`config.mk`:
```
export PLATFORM = sky130hd
export DESIGN_NAME = frame_painter
export DESIGN_NICKNAME = d
export VERILOG_FILES = /design/src/rtl/frame_painter.sv
export SDC_FILE = /design/constraint.sdc
export NUM_CORES = 1
export LEC_CHECK = 0
export CORE_MARGIN = 5
export CORE_UTILIZATION = 60
export CTS_BUF_LIST = sky130_fd_sc_hd__clkbuf_4 sky130_fd_sc_hd__clkbuf_8
export DETAILED_ROUTE_END_ITERATION = 12
export DONT_BUFFER_PORTS = 1
export PLACE_DENSITY_LB_ADDON = 0.2
export SLEW_MARGIN = 40
export SYNTH_ARGS = -nofsm -noshare
export SYNTH_HDL_FRONTEND = slang
export SYNTH_SLANG_ARGS = --single-unit
export TNS_END_PERCENT = 50
```
`constraint.sdc`:
```
create_clock -name Clck -period 3.6 [get_ports Clck]
set_input_delay 0.9 -clock Clck [delete_from_list [all_inputs] [get_ports Clck]]
set_output_delay 0.9 -clock Clck [all_outputs]
set_load 0.005 [all_outputs]
```
`src/rtl/frame_painter.sv`:
```
// Rectangle fill engine: writes one colour into every on-screen pixel of a clipped
// rectangle, row-major, then hands off through the continuation handshake.
module frame_painter #(
    parameter int SCR_WIDTH        = 160,
    parameter int SCR_HEIGHT       = 120,
    parameter int X_BITS           = 8,
    parameter int Y_BITS           = 7,
    parameter int COLOR_SIZE       = 3,
    parameter int MEMORY_SIZE_BITS = 15
) (
    input  logic                        Clck,
    input  logic                        Reset,
    input  logic                        in_cont_signal,
    input  logic [X_BITS-1:0]           rect_x,
    input  logic [Y_BITS-1:0]           rect_y,
    input  logic [X_BITS-1:0]           rect_w,
    input  logic [Y_BITS-1:0]           rect_h,
    input  logic [COLOR_SIZE-1:0]       fill_colour,
    output logic [MEMORY_SIZE_BITS-1:0] write_addr,
    output logic [COLOR_SIZE-1:0]       write_data,
    output logic                        write_en,
    input  logic                        mem_ready,
    output logic                        busy,
    output logic                        out_cont_signal,
    input  logic                        next_fin_signal
);

    typedef enum logic [1:0] {IDLE, WRITE, DONE} state_t;

    localparam logic [X_BITS:0] X_LIM = (X_BITS+1)'(SCR_WIDTH);
    localparam logic [Y_BITS:0] Y_LIM = (Y_BITS+1)'(SCR_HEIGHT);

    state_t                  state_q;
    logic [X_BITS-1:0]       x_q;
    logic [X_BITS-1:0]       rect_x_q;
    logic [Y_BITS-1:0]       y_q;
    logic [X_BITS:0]         x_end_q;
    logic [Y_BITS:0]         y_end_q;
    logic [COLOR_SIZE-1:0]   colour_q;
    logic                    write_en_q;
    logic                    busy_q;
    logic                    out_cont_q;

    // Extra top bit keeps the edge sums exact before clipping to the screen.
    logic [X_BITS:0] sum_x;
    logic [Y_BITS:0] sum_y;
    logic [X_BITS:0] x_end_d;
    logic [Y_BITS:0] y_end_d;
    logic            empty_d;
    logic            last_col;
    logic            last_row;

    // NOTE: continuous assigns for all combinational terms: each has exactly one
    // unconditional driver, so no latch can be inferred.
    assign sum_x    = {1'b0, rect_x} + {1'b0, rect_w};
    assign sum_y    = {1'b0, rect_y} + {1'b0, rect_h};
    assign x_end_d  = (sum_x > X_LIM) ? X_LIM : sum_x;
    assign y_end_d  = (sum_y > Y_LIM) ? Y_LIM : sum_y;
    assign empty_d  = (rect_w == '0) || (rect_h == '0) ||
                      ({1'b0, rect_x} >= X_LIM) || ({1'b0, rect_y} >= Y_LIM);
    assign last_col = ({1'b0, x_q} == (x_end_q - 1'b1));
    assign last_row = ({1'b0, y_q} == (y_end_q - 1'b1));

    // x_q/y_q reset to 0, so the address is 0 during reset without extra gating.
    assign write_addr      = MEMORY_SIZE_BITS'(y_q) * MEMORY_SIZE_BITS'(SCR_WIDTH)
                           + MEMORY_SIZE_BITS'(x_q);
    assign write_data      = colour_q;
    assign write_en        = write_en_q;
    assign busy            = busy_q;
    assign out_cont_signal = out_cont_q;

    // NOTE: non-blocking assignments only in clocked logic, so every register
    // samples the pre-edge value of its neighbours regardless of statement order.
    always_ff @(posedge Clck or negedge Reset) begin
        if (!Reset) begin
            state_q    <= IDLE;
            x_q        <= '0;
            rect_x_q   <= '0;
            y_q        <= '0;
            x_end_q    <= '0;
            y_end_q    <= '0;
            colour_q   <= '0;
            write_en_q <= 1'b0;
            busy_q     <= 1'b0;
            out_cont_q <= 1'b0;
        end else begin
            case (state_q)
                IDLE: begin
                    if (in_cont_signal && !next_fin_signal) begin
                        rect_x_q <= rect_x;
                        x_q      <= rect_x;
                        y_q      <= rect_y;
                        x_end_q  <= x_end_d;
                        y_end_q  <= y_end_d;
                        colour_q <= fill_colour;
                        if (empty_d) begin
                            state_q <= DONE;
                        end else begin
                            state_q    <= WRITE;
                            write_en_q <= 1'b1;
                            busy_q     <= 1'b1;
                        end
                    end
                end
                WRITE: begin
                    if (mem_ready) begin
                        if (last_col && last_row) begin
                            state_q    <= DONE;
                            write_en_q <= 1'b0;
                            busy_q     <= 1'b0;
                        end else if (last_col) begin
                            x_q <= rect_x_q;
                            y_q <= y_q + 1'b1;
                        end else begin
                            x_q <= x_q + 1'b1;
                        end
                    end
                end
                DONE: begin
                    // Raised one edge after entry; held until downstream reports done.
                    if (next_fin_signal) begin
                        out_cont_q <= 1'b0;
                        state_q    <= IDLE;
                    end else begin
                        out_cont_q <= 1'b1;
                    end
                end
                default: state_q <= IDLE;
            endcase
        end
    end

endmodule

```
==> Flow_metrics.wiki <==
{| class="wikitable"
! Metric !! Value
|-
| Worst min-delay path class || input port to async pin
|-
| Number of sinks handled by clock tree synthesis || 47
|-
| Post-synthesis to final-layout area growth || 4.24%
|-
| Endpoint type of the worst setup path || primary output
|-
| Critical Path AT || 2.59 ns
|-
| Wire length of the first global-routing pass || 16.8 mm
|-
| Gpl congestion || 0.905
|-
| Register clock-pin slew on the reported worst setup and hold paths || 0.09 ns
|-
| Clock root buffer || sky130_fd_sc_hd__clkbuf_8
|-
| Maximum fanout encountered on the critical timing path || 6
|-
| Floorplan die width || 92.1 microns
|-
| Prevailing post-synth register cell || sky130_fd_sc_hd__dfrtp_1
|-
| Final Routed Wirelength || 10.0 mm
|-
| Number of nets in the synthesized netlist || 552
|-
| DRC violations left || 0
|-
| Clock latency on the worst-skew pair || 0.31 ns
|-
| Pin count of the biggest net entering global routing || 48
|-
| Summed negative setup slack over all endpoints || 0 ns
|-
| Synthesis Warnings || 0
|-
| Filler cells || 585
|-
| Final Cycle Share || 0.970
|-
| Post-layout minimum cycle time || 3.49 ns
|-
| GRT Util Overall || 0.246
|-
| Overall overflow remaining after global route || 0
|-
| Number of placed I/O pins || 59
|-
| Count of mapped cells out of synthesis || 478
|-
| Skew final || 0.00740 ns
|-
| Max Transition Viols Final || 0
|-
| Antenna violations before repair || 0
|-
| Max capacitance violation total || 0
|-
| Mapped cell area || 4040 sq um
|-
| Initial cell density of the core || 0.605
|-
| Count of cell types in the netlist || 63
|-
| Vias per cell || 6.50
|-
| Detailed Routing Iterations Pass 1 || 5
|-
| Hold WS || 0.277 ns
|-
| FF+latch count, synth || 47
|-
| Die height || 92.1 microns
|-
| Number of buffers on the longest clock path || 2
|-
| Post-route total power || 4100 uW
|-
| Total die area || 8480 sq um
|-
| Number of enable-type register cells in the synthesized netlist || 0
|-
| Share of final-layout standard cells stronger than drive strength 1 || 0.0638
|-
| RSZ-0062 raised after global routing || false
|-
| Outcome || completed
|-
| Via count of the routed design || 3577
|-
| Number of global-route vias before repair || 3365
|-
| TritonCTS Buffers || 5
|-
| Post-synthesis area per instance || 8.45 sq um
|-
| Final-stage net count || 543
|-
| Cell count of the worst reg-to-reg path || 7
|-
| CTS tree || built
|-
| Setup slack of the most critical reg-to-reg path || 0.22 ns
|-
| Crit Reg-Reg Endpoint || x_q[1]
|-
| Share of the yosys chip area belonging to registers || 0.291
|-
| Sum of net half-perimeters after detailed placement || 7.80 mm
|-
| H-tree levels || 2
|-
| Routed Antenna Nets || 0
|-
| # diodes || 0
|-
| Sequential Area || 1180 sq um
|-
| Number of cell rows || 30
|-
| R2r startpoint || y_end_q[1]
|-
| Headroom to the max-slew limit || 0.627
|-
| Final setup viols || 0
|-
| Power density normalized to cell area || 973 nW/um^2
|-
| Setup Crit Path Kind || register to primary output
|-
| Number of buffers inserted to repair setup after CTS || 0
|-
| Crit start category || register
|-
| Required @ worst endpoint || 2.70 ns
|-
| Total leakage power || 0.00182 uW
|-
| Iter 0 DRT Violations || 371
|-
| IO Port Bufs || 0
|-
| Worst slew pin tran || 0.552 ns
|-
| Upper clock frequency limit || 286 MHz
|-
| Total area of multi-input combinational cells || 2590 sq um
|-
| Routed wire per std cell || 18.3 microns
|-
| Count of final hold-check violations || 0
|-
| Fraction of registers with async set/reset || 1.00
|-
| Area inside the core boundary || 6680 sq um
|-
| Maximum VDD drop || 0.348 mV
|}
[synth_stat cells (6+ instances only)]
library cell,n,area share
sky130_fd_sc_hd__buf_4,6,0.011
sky130_fd_sc_hd__o31a_1,6,0.013
sky130_fd_sc_hd__a21oi_1,27,0.033
sky130_fd_sc_hd__o21ai_0,19,0.024
sky130_fd_sc_hd__xor2_1,15,0.033
sky130_fd_sc_hd__a32oi_1,7,0.015
sky130_fd_sc_hd__nor2_1,22,0.020
sky130_fd_sc_hd__a31oi_1,11,0.017
sky130_fd_sc_hd__clkbuf_1,18,0.017
sky130_fd_sc_hd__nand3_1,15,0.019
sky130_fd_sc_hd__a21o_1,8,0.015
sky130_fd_sc_hd__nor2b_1,6,0.0093
sky130_fd_sc_hd__inv_1,42,0.039
sky130_fd_sc_hd__dfrtp_1,47,0.29
sky130_fd_sc_hd__o31ai_1,7,0.013
sky130_fd_sc_hd__ha_1,32,0.099
sky130_fd_sc_hd__xnor2_1,27,0.059
sky130_fd_sc_hd__nand2_1,50,0.046
sky130_fd_sc_hd__nor3_1,16,0.020
[cells in the final DEF (no fill, tap or decap), types with 4 or more instances in the layout]
cell and instances:
sky130_fd_sc_hd__buf_4 11, sky130_fd_sc_hd__a21oi_1 26, sky130_fd_sc_hd__o31ai_1 7, sky130_fd_sc_hd__xnor2_1 27
sky130_fd_sc_hd__xor2_1 15, sky130_fd_sc_hd__clkbuf_8 6, sky130_fd_sc_hd__nor4_1 5, sky130_fd_sc_hd__and2_1 5
sky130_fd_sc_hd__nand3_1 15, sky130_fd_sc_hd__inv_1 42, sky130_fd_sc_hd__nand2_1 50, sky130_fd_sc_hd__nor2_1 22
sky130_fd_sc_hd__nor3_1 15, sky130_fd_sc_hd__o22a_1 4, sky130_fd_sc_hd__a21o_1 8, sky130_fd_sc_hd__fa_1 4
sky130_fd_sc_hd__dfrtp_1 46, sky130_fd_sc_hd__o32ai_1 4, sky130_fd_sc_hd__nand4_1 4, sky130_fd_sc_hd__ha_1 32
sky130_fd_sc_hd__a31oi_1 11, sky130_fd_sc_hd__o21ai_0 19, sky130_fd_sc_hd__or3_1 4, sky130_fd_sc_hd__nor2b_1 6
sky130_fd_sc_hd__a32oi_1 7, sky130_fd_sc_hd__o31a_1 6
[kinds of logic (layout without fill, tap and decap cells)]
group                    Yosys count  in the layout  synth area share
adder cells (fa/ha/maj)           36             36             0.119
buffers and inverters             69             61            0.0718
multiplexers                       2              2           0.00496
flip-flops                        47             47             0.291
AND/OR/NAND/NOR                  154            154             0.200
XOR/XNOR                          42             42            0.0911
AO/OA/AOI/OAI                    128            128             0.222
[cell type report]
class                   instances  area share
multi-input cells             362       0.616
clock inverters                 1     0.00208
inverters                      42      0.0374
well taps                      80      0.0238
clock buffers                   7      0.0214
repair buffers                 11      0.0196
flip-flops and latches         47       0.280
[state kept, by name (all words and copies together), names as in the netlist]
register         flops
out_cont_signal      1
y_end_q              8
rect_x_q             8
state_q              2
x_q                  8
x_end_q              9
y_q                  7
write_data           3
busy                 1
[metrics by stage]
stage | utilization | instance area [sq um] | setup WS [ns] | instances
final | 0.630 | 4210 | 0.108 | 550
after detailed placement | 0.612 | 4090 | 0.258 | 542
after global routing | 0.630 | 4210 | 0.0159 | 550
after global placement | 0.612 | 4090 | 0.314 | 542
after CTS | 0.627 | 4190 | 0.0192 | 550
after floorplan | - | 4040 | 0.500 | 478
[how the worst max path moves through the flow]
stage,start,slack [ns],to
CTS,y_q[3],0.02,write_addr[13]
floorplan,y_q[1],0.50,write_addr[13]
global route,y_q[3],0.02,write_addr[13]
global placement,y_end_q[0],0.31,x_q[1]
finish,y_q[3],0.11,write_addr[13]
detailed placement,y_end_q[1],0.26,x_q[1]
[power by group]
group          total [uW]  switching (uW)  internal (uW)
registers            1100             336            763
logic                2640            1470           1180
clock network         353             188            165
total                4100            1990           2110
[repair_timing]
item                       CTS  global route
hold buffers                 0             0
setup endpoints to repair    0             3
gates resized for setup      0             5
[worst max-delay path, cell delays in order, from the launching register on]
cell and delay [ns]:
sky130_fd_sc_hd__dfrtp_2 0.48, sky130_fd_sc_hd__ha_1 0.30, sky130_fd_sc_hd__ha_1 0.16, sky130_fd_sc_hd__inv_1 0.05, sky130_fd_sc_hd__fa_1 0.39, sky130_fd_sc_hd__xor2_1 0.20, sky130_fd_sc_hd__or3_1 0.40, sky130_fd_sc_hd__nor3_2 0.14
sky130_fd_sc_hd__xnor2_1 0.16
[metal layers]
layer / up-vias / track usage / part of all wire
met3: 16 / 0.0451 / 0.078
met4: 0 / 0.0705 / 0.012
li1: 1700 / - / -
met2: 146 / 0.374 / 0.45
met5: - / 0 / 0
met1: 1715 / 0.356 / 0.46
Power figures use the tool's default switching activity.
